==> src/rtl/morse_pkg.sv <==
// Shared types, letter codes and the Morse pattern lookup for the character path.
package morse_pkg;

  typedef enum logic [1:0] {
    IDLE  = 2'd0,
    PRESS = 2'd1,
    GAP   = 2'd2
  } state_t;

  localparam logic [5:0] CODE_INVALID = 6'd0;
  localparam logic [5:0] CODE_A = 6'd1;
  localparam logic [5:0] CODE_B = 6'd2;
  localparam logic [5:0] CODE_C = 6'd3;
  localparam logic [5:0] CODE_D = 6'd4;
  localparam logic [5:0] CODE_E = 6'd5;
  localparam logic [5:0] CODE_F = 6'd6;
  localparam logic [5:0] CODE_G = 6'd7;
  localparam logic [5:0] CODE_H = 6'd8;
  localparam logic [5:0] CODE_I = 6'd9;
  localparam logic [5:0] CODE_J = 6'd10;
  localparam logic [5:0] CODE_K = 6'd11;
  localparam logic [5:0] CODE_L = 6'd12;
  localparam logic [5:0] CODE_M = 6'd13;
  localparam logic [5:0] CODE_N = 6'd14;
  localparam logic [5:0] CODE_O = 6'd15;
  localparam logic [5:0] CODE_P = 6'd16;
  localparam logic [5:0] CODE_Q = 6'd17;
  localparam logic [5:0] CODE_R = 6'd18;
  localparam logic [5:0] CODE_S = 6'd19;
  localparam logic [5:0] CODE_T = 6'd20;
  localparam logic [5:0] CODE_U = 6'd21;
  localparam logic [5:0] CODE_V = 6'd22;
  localparam logic [5:0] CODE_W = 6'd23;
  localparam logic [5:0] CODE_X = 6'd24;
  localparam logic [5:0] CODE_Y = 6'd25;
  localparam logic [5:0] CODE_Z = 6'd26;

  // bits holds the elements with the first keyed one in bits[len-1]; 1=dash, 0=dot.
  function automatic logic [5:0] morse_lookup(input logic [2:0] len, input logic [3:0] bits);
    logic [5:0] code;
    code = CODE_INVALID;
    case (len)
      3'd1: code = bits[0] ? CODE_T : CODE_E;
      3'd2: begin
        case (bits[1:0])
          2'b00: code = CODE_I;
          2'b01: code = CODE_A;
          2'b10: code = CODE_N;
          2'b11: code = CODE_M;
        endcase
      end
      3'd3: begin
        case (bits[2:0])
          3'b000: code = CODE_S;
          3'b001: code = CODE_U;
          3'b010: code = CODE_R;
          3'b011: code = CODE_W;
          3'b100: code = CODE_D;
          3'b101: code = CODE_K;
          3'b110: code = CODE_G;
          3'b111: code = CODE_O;
        endcase
      end
      3'd4: begin
        case (bits)
          4'b0000: code = CODE_H;
          4'b0001: code = CODE_V;
          4'b0010: code = CODE_F;
          4'b0100: code = CODE_L;
          4'b0110: code = CODE_P;
          4'b0111: code = CODE_J;
          4'b1000: code = CODE_B;
          4'b1001: code = CODE_X;
          4'b1010: code = CODE_C;
          4'b1011: code = CODE_Y;
          4'b1100: code = CODE_Z;
          4'b1101: code = CODE_Q;
          default: code = CODE_INVALID;
        endcase
      end
      default: code = CODE_INVALID;
    endcase
    return code;
  endfunction

endpackage

==> src/rtl/key_debouncer.sv <==
// Two-flop synchronizer followed by a stability-count debouncer for the Morse key.
module key_debouncer #(
  parameter int unsigned DEBOUNCE_CYC = 16
) (
  input  logic clk,
  input  logic rst,
  input  logic key,
  output logic key_db
);

  localparam int unsigned CW = (DEBOUNCE_CYC > 1) ? $clog2(DEBOUNCE_CYC) : 1;
  localparam logic [CW-1:0] CNT_LAST = CW'(DEBOUNCE_CYC - 1);

  logic          key_meta;
  logic          key_sync;
  logic [CW-1:0] cnt;

  // Bring the asynchronous key into the clock domain.
  always_ff @(posedge clk or negedge rst) begin
    if (!rst) begin
      key_meta <= 1'b0;
      key_sync <= 1'b0;
    end else begin
      key_meta <= key;
      key_sync <= key_meta;
    end
  end

  // Follow key_sync only after it has differed from key_db for DEBOUNCE_CYC cycles.
  always_ff @(posedge clk or negedge rst) begin
    if (!rst) begin
      cnt    <= '0;
      key_db <= 1'b0;
    end else if (key_sync == key_db) begin
      cnt <= '0;
    end else if (cnt == CNT_LAST) begin
      cnt    <= '0;
      key_db <= key_sync;
    end else begin
      cnt <= cnt + 1'b1;
    end
  end

endmodule

==> src/rtl/morse_symbol_decoder.sv <==
// Classifies debounced key presses as dots/dashes, collects up to four elements and
// emits a letter code with a one-cycle strobe after the inter-character gap.
module morse_symbol_decoder
  import morse_pkg::*;
#(
  parameter int unsigned DEBOUNCE_CYC = 16,
  parameter int unsigned DOT_MAX_CYC  = 2_000_000,
  parameter int unsigned CHAR_GAP_CYC = 6_000_000,
  parameter int unsigned CNT_W        = 24
) (
  input  logic       clk,
  input  logic       rst,
  input  logic       key,
  output logic [5:0] char_code,
  output logic       char_ready,
  output logic       char_err,
  output logic       busy
);

  localparam logic [CNT_W-1:0] DOT_MAX  = CNT_W'(DOT_MAX_CYC);
  localparam logic [CNT_W-1:0] GAP_LAST = CNT_W'(CHAR_GAP_CYC - 1);

  state_t           state;
  logic             key_db;
  logic [CNT_W-1:0] press_cnt;
  logic [CNT_W-1:0] gap_cnt;
  logic [3:0]       sym_bits;
  logic [2:0]       sym_len;
  logic [5:0]       code_next;

  key_debouncer #(
    .DEBOUNCE_CYC(DEBOUNCE_CYC)
  ) u_debouncer (
    .clk   (clk),
    .rst   (rst),
    .key   (key),
    .key_db(key_db)
  );

  // Letter for the elements collected so far.
  always_comb begin
    code_next = morse_lookup(sym_len, sym_bits);
  end

  assign busy = (state != IDLE);

  // Keying FSM: times presses and gaps, shifts in elements, registers the emission.
  always_ff @(posedge clk or negedge rst) begin
    if (!rst) begin
      state      <= IDLE;
      press_cnt  <= '0;
      gap_cnt    <= '0;
      sym_bits   <= '0;
      sym_len    <= '0;
      char_code  <= CODE_INVALID;
      char_ready <= 1'b0;
      char_err   <= 1'b0;
    end else begin
      char_ready <= 1'b0;
      char_err   <= 1'b0;
      unique case (state)
        IDLE: begin
          if (key_db) begin
            state     <= PRESS;
            press_cnt <= CNT_W'(1);
          end
        end
        PRESS: begin
          if (key_db) begin
            if (press_cnt != '1) press_cnt <= press_cnt + 1'b1;
          end else begin
            state    <= GAP;
            gap_cnt  <= CNT_W'(1);
            sym_bits <= {sym_bits[2:0], (press_cnt >= DOT_MAX)};
            // length sticks at 5 so any overlong symbol decodes as invalid
            sym_len  <= (sym_len >= 3'd5) ? 3'd5 : sym_len + 3'd1;
          end
        end
        GAP: begin
          if (key_db) begin
            state     <= PRESS;
            press_cnt <= CNT_W'(1);
          end else if (gap_cnt == GAP_LAST) begin
            state      <= IDLE;
            char_code  <= code_next;
            char_ready <= 1'b1;
            char_err   <= (code_next == CODE_INVALID);
            sym_bits   <= '0;
            sym_len    <= '0;
          end else begin
            gap_cnt <= gap_cnt + 1'b1;
          end
        end
        default: state <= IDLE;
      endcase
    end
  end

endmodule

==> config.mk <==
export PLATFORM = sky130hd
export DESIGN_NAME = morse_symbol_decoder
export DESIGN_NICKNAME = d
export VERILOG_FILES = /design/src/rtl/morse_pkg.sv /design/src/rtl/key_debouncer.sv /design/src/rtl/morse_symbol_decoder.sv
export SDC_FILE = /design/constraint.sdc
export NUM_CORES = 1
export LEC_CHECK = 0
export CAP_MARGIN = 20
export CORE_MARGIN = 2
export CORE_UTILIZATION = 55
export CTS_BUF_LIST = sky130_fd_sc_hd__clkbuf_4 sky130_fd_sc_hd__clkbuf_8 sky130_fd_sc_hd__clkbuf_16
export CTS_CLUSTER_SIZE = 20
export DETAILED_ROUTE_END_ITERATION = 8
export PLACE_DENSITY = 0.75
export SETUP_SLACK_MARGIN = 0.02
export SLEW_MARGIN = 20
export SYNTH_ARGS = -nofsm -noshare
export SYNTH_HDL_FRONTEND = slang
export SYNTH_HIERARCHICAL = 1
export SYNTH_SLANG_ARGS = --single-unit
==> constraint.sdc <==
create_clock -name clk -period 1.9 [get_ports clk]
set_clock_uncertainty 0.2 [all_clocks]
set_input_delay 0.38 -clock clk [delete_from_list [all_inputs] [get_ports clk]]
set_output_delay 0.38 -clock clk [all_outputs]
set_load 0.005 [all_outputs]
==> impl_results.md, run 1 <==
- Synth top area cells: dfrtp_1 40%, nand2_1 5.5%, ha_1 4.6%, nand3_1 4.4%, nor2_1 2.7%
- Hold_sp: u_debouncer/key_meta
- Asr flop ratio synth: 100%
- Vias per std cell: 6.90
- Vias in the first global route: 4458
- Failing checks: negative setup slack
- Clock transition at the registers of the reported paths: 0.09 ns
- Worst hold margin: 0.162 ns
- Area Overhead vs Synth: 50.6%
- Pwr Density: 465 nW/um^2
- Share of the synthesized area in the top cell type: 40.5%
- Comb power frac: 6.2%
- Yosys warns: 6
- Worst-path fanout max: 3
- Synth area leader: dfrtp_1
- Setup CP Type: flop to flop
- Worst Hold Class: flop to flop
- Fmax: 0.440 GHz
- Max Slew Vio Count: 0
- ANT nets after route: 0
- Leak: 2.98 nW
- First-pass GRT wire length: 21100 um
- Clock network power share: 43.6%
- Final Critical Period: 2.27 ns
- Final wirelength: 17100 um
- Clock Latency Late Sink: 0.36 ns
- Maximum VDD drop: 373 uV
- Crit path DAT: 2.33 ns
- Worst path required time: 1.96 ns
- Die Y: 93.3 um
- Synth top cells by count: 71 x dfrtp_1, 64 x nand2_1, 39 x nand3_1, 31 x nor2_1, 23 x a21oi_1
- Initial Util: 56.8%
- Maxcap violations: 0
- FF-to-FF Start: gap_cnt[18]
- Sw Pwr: 0.794 mW
- Final setup viols: 57
- Die Width: 93.3 um
- Drc violations: 0
- Total gr overflow: 0
- Final Cycle Share: 120%
- Synth Register Bits: 71
- Final worst setup slack: -0.375 ns
- # fillers: 327
- Largest net degree at the start of global routing: 72
- IO buf count: 10
- Design area: 6610 um^2
- Top_reg_cell synth: dfrtp_1
- Vias: 5016
- Reg power frac: 50.2%
- CTS H-tree depth: 3
- DIE AREA: 8710 um^2
- Post-place instance area: 5370 um^2
- GRT Util Overall: 30.5%
- Placer's final routability congestion estimate: 0.981
- Hold Violations, Final: 0
- Ports: 12
- Share of layout cells above drive strength 1: 49.6%
- Total CTS buffers: 9
- Routed len/inst: 23.5 um
- CP startpoint: gap_cnt[18]
- Switch share: 25.8%
- Top-count cell post-synth: dfrtp_1
- Diodes inserted: 0
- DRT iter0 DRCs: 614
- Max clock buf depth: 2
- Avg Synthesized Cell Area: 9.22 um^2
- Post-Syn Instances: 476
- Clk sinks: 71
- Drt first pass iters: 9
- Synthesized Nets: 495
- Synthesized area: 4390 um^2
- Seq/Total Area, Yosys: 40.5%
- Final #Nets: 639
- CTS tree: yes
- # rows: 32
- Critical Path Start Type: flop
- RSZ-0062 raised after global routing: yes
- Status: complete, but fails checks
- CP Capture Type: flop
- Root Driver: clkbuf_8
- Yosys cell types: 71
- P_int: 2.28 mW
- DP HPWL: 7500 um
- Initial antenna violation count: 0
- Dpl ws: -0.153 ns
- Number of synthesized flops with an enable pin: 0
- Core Region: 7730 um^2
[through the flow]
step | total power, mW | cells | setup TNS, ns | util (%)
2_1_floorplan | 1.62 | 476 | -0.747 | -
3_3_place_gp | 1.68 | 668 | -0.185 | 69.4
3_5_place_dp | 1.69 | 668 | -1.21 | 69.4
4_1_cts | 2.99 | 710 | -1.79 | 78.1
5_1_grt | 3.14 | 727 | -9.70 | 85.5
6_report | 3.08 | 727 | -8.14 | 85.5
[cells by family (layout without fill, tap and decap cells)]
kind of cell / after synthesis / in the layout / share of synthesized area (%)
AOI/OAI and AO/OA: 95 / 95 / 14.9
xor gates and xnor gates: 11 / 11 / 2.37
adders and majority gates: 16 / 16 / 4.56
buffers and inverters: 42 / 191 / 5.62
DFF: 71 / 71 / 40.5
muxes: 11 / 11 / 2.68
other: 1 / 1 / 0.0855
and+or+nand+nor: 229 / 229 / 29.3
[per-layer routing]
layer,track usage (%),share of wire [%],vias up
met5,0,0,-
met4,9.80,7.2,0
met3,4.83,8.9,140
met2,52.2,48,438
met1,39.6,36,2409
li1,-,-,2029
[cell usage in the layout (no fill, tap or decap), types with 5 or more instances in the layout]
cell type,count
nand2_1,46
ha_1,7
dfrtp_2,8
nand3_1,24
nand4_1,12
dfrtp_1,63
a21oi_1,13
nor4_4,6
inv_1,12
or4_4,6
nand2_4,5
o211ai_1,7
o21ai_1,12
buf_6,31
clkdlybuf4s50_1,5
o21ai_2,9
nand2_2,13
nand3_2,13
buf_4,107
mux2i_1,7
nand3b_1,5
or4_1,7
o221ai_2,6
nand2b_1,6
a21oi_2,10
ha_4,7
clkbuf_8,11
xor2_1,8
nor2_1,29
inv_2,5
[sequential cells by signal (all words and copies together) (netlist names), 2 cells and up]
register,cells
press_cnt,24
char_code,5
sym_bits,4
state,2
u_debouncer/cnt,4
gap_cnt,24
sym_len,3
[path summary, 6_finish.rpt]
path / slack (ns) / depth (start not counted) / end
max: -0.37 / 5 / gap_cnt[2]
min: 0.16 / 0 / u_debouncer/key_sync
max reg2reg: -0.37 / 5 / gap_cnt[2]
min reg2reg: 0.16 / 0 / u_debouncer/key_sync
max in group asynchronous: 0.79 / 3 / sym_len[0]
min in group asynchronous: 0.36 / 3 / gap_cnt[9]
[power by group through the flow]
stage               combinational [mW]  clock [mW]  sequential [mW]
global route                     0.202        1.39             1.55
finish                           0.189        1.34             1.55
floorplan                       0.0469           0             1.57
CTS                              0.155        1.29             1.54
detailed placement               0.119           0             1.57
global placement                 0.113           0             1.57
[repair_timing]
action | 4_1_cts | 5_1_grt
resized for setup | 69 | 103
endpoints found under the setup margin | 49 | 61
cloned | 2 | 0
pin swaps | 31 | 43
hold endpoints to repair | 71 | 0
hold buffers | 1 | 0
buffers inserted | 23 | 20
[critical path: stages, from the launching register on]
cell       delay (ns)
dfrtp_1          0.43
nand4bb_1        0.25
or4_4            0.55
o211ai_1         0.43
xor2_1           0.23
nor2_1           0.07
[final cells by class]
type | count | area, um^2 | area share [%]
well taps | 102 | 128 | 1.93
flip-flops and latches | 71 | 1790 | 27.0
clock inverters | 5 | 56.3 | 0.852
clock buffers | 11 | 151 | 2.29
multi-input cells | 363 | 3020 | 45.8
repair buffers | 155 | 1380 | 20.9
inverters | 20 | 82.6 | 1.25
No activity file was read; power rests on OpenSTA's default activity.
==> run 2, diff against run 1 <==
CTS_CLUSTER_SIZE = unset   (was 20)
SLEW_MARGIN = 25   (was 20)
==> results of run 2 <==
The final DEF is identical to that of run 1; final timing and power are the same.
==> run 3, diff against run 2 <==
CORE_MARGIN = unset   (was 2)
PLACE_DENSITY = unset   (was 0.75)
PLACE_DENSITY_LB_ADDON = 0.2   (was unset)
==> run 3 against run 2 <==
Effect of this change:
- the flow still finishes with violations (negative setup slack)
- non-clock buffer count shrank 7
- routed wire length fell by 24%
- sequential share of layout area is 1.1 points higher
- critical path type unchanged
- critical endpoint is now char_code[3]
==> impl_results.md, run 3 (same netlist as run 1, synthesis figures left out) <==
- Status: complete, but fails checks (unchanged)
- Failing checks: negative setup slack (unchanged)
- # rows: 32 (unchanged)
- CTS H-tree depth: 3 (unchanged)
- Switch share: 23.5% (was 25.8%)
- Vias per std cell: 6.11 (was 6.90)
- Most frequent cells in the layout: 111 x buf_4, 67 x dfrtp_1, 46 x nand2_1 (was 107 x buf_4, 63 x dfrtp_1, 46 x nand2_1)
- IO buf count: 10 (unchanged)
- DR top layer: met4 (unchanged)
- WHS Endpoint: u_debouncer/key_sync (unchanged)
- Final wirelength: 13000 um (was 17100 um)
- Power, Total: 2.94 mW (was 3.08 mW)
- Final Critical Period: 2.06 ns (was 2.27 ns)
- Met1 WL: 5180 um (was 6220 um)
- Leak: 2.82 nW (was 2.98 nW)
- Largest net degree at the start of global routing: 40 (was 72)
- Setup CP Type: flop to flop (unchanged)
- Area Overhead vs Synth: 44.4% (was 50.6%)
- First-pass GRT wire length: 18900 um (was 21100 um)
- Final setup viols: 40 (was 57)
- CP Capture Type: flop (unchanged)
- Worst R2R Path Depth: 8 (was 5)
- Final Cycle Share: 108% (was 120%)
- Clock Latency Late Sink: 0.35 ns (was 0.36 ns)
- Placer's final routability congestion estimate: 0.922 (was 0.981)
- # fillers: 409 (was 327)
- Setup TNS: -3.26 ns (was -8.14 ns)
- Diodes inserted: 0 (unchanged)
- Initial Util: 56.8% (unchanged)
- Final #Nets: 632 (was 639)
- Pwr Density: 464 nW/um^2 (was 465 nW/um^2)
- Drc violations: 0 (unchanged)
- Hold_sp: u_debouncer/key_meta (unchanged)
- Worst path required time: 1.92 ns (was 1.96 ns)
- Metal3 WL: 710 um (was 1520 um)
- RSZ-0062 raised after global routing: yes (unchanged)
- Routed len/inst: 18.0 um (was 23.5 um)
- Most common cell after layout, fill and taps aside: buf_4 (unchanged)
- Core Region: 7730 um^2 (unchanged)
- Final Util: 82.0% (was 85.5%)
- Crit path DAT: 2.08 ns (was 2.33 ns)
- Worst Hold Class: flop to flop (unchanged)
- Final worst setup slack: -0.158 ns (was -0.375 ns)
- P_int: 2.25 mW (was 2.28 mW)
- FF-to-FF End: char_code[3] (was gap_cnt[2])
- Max clock buf depth: 2 (unchanged)
- Fmax: 0.486 GHz (was 0.440 GHz)
- Maximum VDD drop: 438 uV (was 373 uV)
- Metal2 WL: 6750 um (was 8130 um)
- GRT Util Overall: 28.3% (was 30.5%)
- Hold Violations, Final: 0 (unchanged)
- CTS tree: yes (unchanged)
- Total CTS buffers: 9 (unchanged)
- FF-to-FF Start: gap_cnt[9] (was gap_cnt[18])
- Clk sinks: 71 (unchanged)
- Flop2flop setup slack: -0.16 ns (was -0.37 ns)
- Vias in the first global route: 4198 (was 4458)
- ANT nets after route: 0 (unchanged)
- WHS Path Cells: 0 (unchanged)
- Clock network power share: 41.7% (was 43.6%)
- Vias: 4399 (was 5016)
- Clock transition at the registers of the reported paths: 0.08 ns (was 0.09 ns)
- Maxcap violations: 0 (unchanged)
- Total gr overflow: 0 (unchanged)
- DRT iter0 DRCs: 266 (was 614)
- Drt first pass iters: 5 (was 9)
- Critical Path Start Type: flop (unchanged)
- Reg power frac: 52.4% (was 50.2%)
- Share of layout cells above drive strength 1: 46.3% (was 49.6%)
- Root Driver: clkbuf_8 (unchanged)
- DP HPWL: 7710 um (was 7500 um)
- Ports: 12 (unchanged)
- Die Y: 91.3 um (was 93.3 um)
- Sw Pwr: 0.692 mW (was 0.794 mW)
- Comb power frac: 5.8% (was 6.2%)
- Biggest registers after layout: gap_cnt: 24 flops, press_cnt: 24 flops, char_code: 5 flops (unchanged)
- DIE AREA: 8340 um^2 (was 8710 um^2)
- Worst-path fanout max: 8 (was 3)
- Initial antenna violation count: 0 (unchanged)
- Max Slew Vio Count: 0 (unchanged)
- Die Width: 91.3 um (was 93.3 um)
## run 3: power groups by stage
stage / Sequential [mW] / Combinational (mW) / Clock, mW
floorplan: 1.57 / 0.0469 / 0
global placement: 1.57 / 0.117 / 0
detailed placement: 1.57 / 0.119 / 0
CTS: 1.54 / 0.148 / 1.23
global route: 1.54 / 0.187 / 1.31
finish: 1.54 / 0.171 / 1.23
## run 3: worst max-delay path, cell delays in order (launching register included)
cell	delay [ns]
dfrtp_1	0.41
buf_6	0.13
nor4_4	0.29
and4_4	0.31
nand4_1	0.13
buf_6	0.19
buf_12	0.14
nand2_1	0.05
o21ai_1	0.07
## run 3: stage by stage
stage	hold WS (ns)	setup WS, ns	cell area [um^2]	cells
final	0.160	-0.158	6330	720
after global routing	0.167	-0.221	6330	720
after CTS	0.166	-0.0810	5810	704
after detailed placement	0.0919	-0.159	5410	673
after global placement	0.0930	-0.0527	5410	673
after floorplan	-0.116	-0.0774	4540	476
## run 3: how the worst max path moves through the flow
| stage | from | endpoint | slack [ns] | cells after the start |
|---|---|---|---|---|
| after global routing | gap_cnt[9] | char_code[3] | -0.22 | 8 |
| after detailed placement | gap_cnt[8] | gap_cnt[21] | -0.16 | 5 |
| final | gap_cnt[9] | char_code[3] | -0.16 | 8 |
| after CTS | gap_cnt[7] | gap_cnt[2] | -0.08 | 5 |
| after floorplan | gap_cnt[7] | gap_cnt[8] | -0.08 | 5 |
| after global placement | gap_cnt[8] | gap_cnt[21] | -0.05 | 5 |
## run 3: per-layer routing
metal  vias to the layer above  global-route usage (%)
met1                      2154                    35.4
met4                         0                    9.79
met5                         -                       0
met3                        39                    4.86
met2                       194                    49.4
li1                       2012                       -
## run 3: final cells by class
class                      instances  area (um^2)  area share, %
multi-input combinational        363         2900           45.7
sequential                        71         1780           28.1
timing repair buffer             148         1250           19.8
clock buffer                      12          146           2.31
tap                              102          128           2.01
inverter                          20         80.1           1.26
clock inverter                     4         47.5          0.751
## run 3: repair_timing
action,CTS,global route
pin swaps,15,45
buffers inserted,13,19
hold buffers,1,0
resized for setup,33,100
hold endpoints to repair,19,0
endpoints found under the setup margin,40,62
gates cloned,1,0
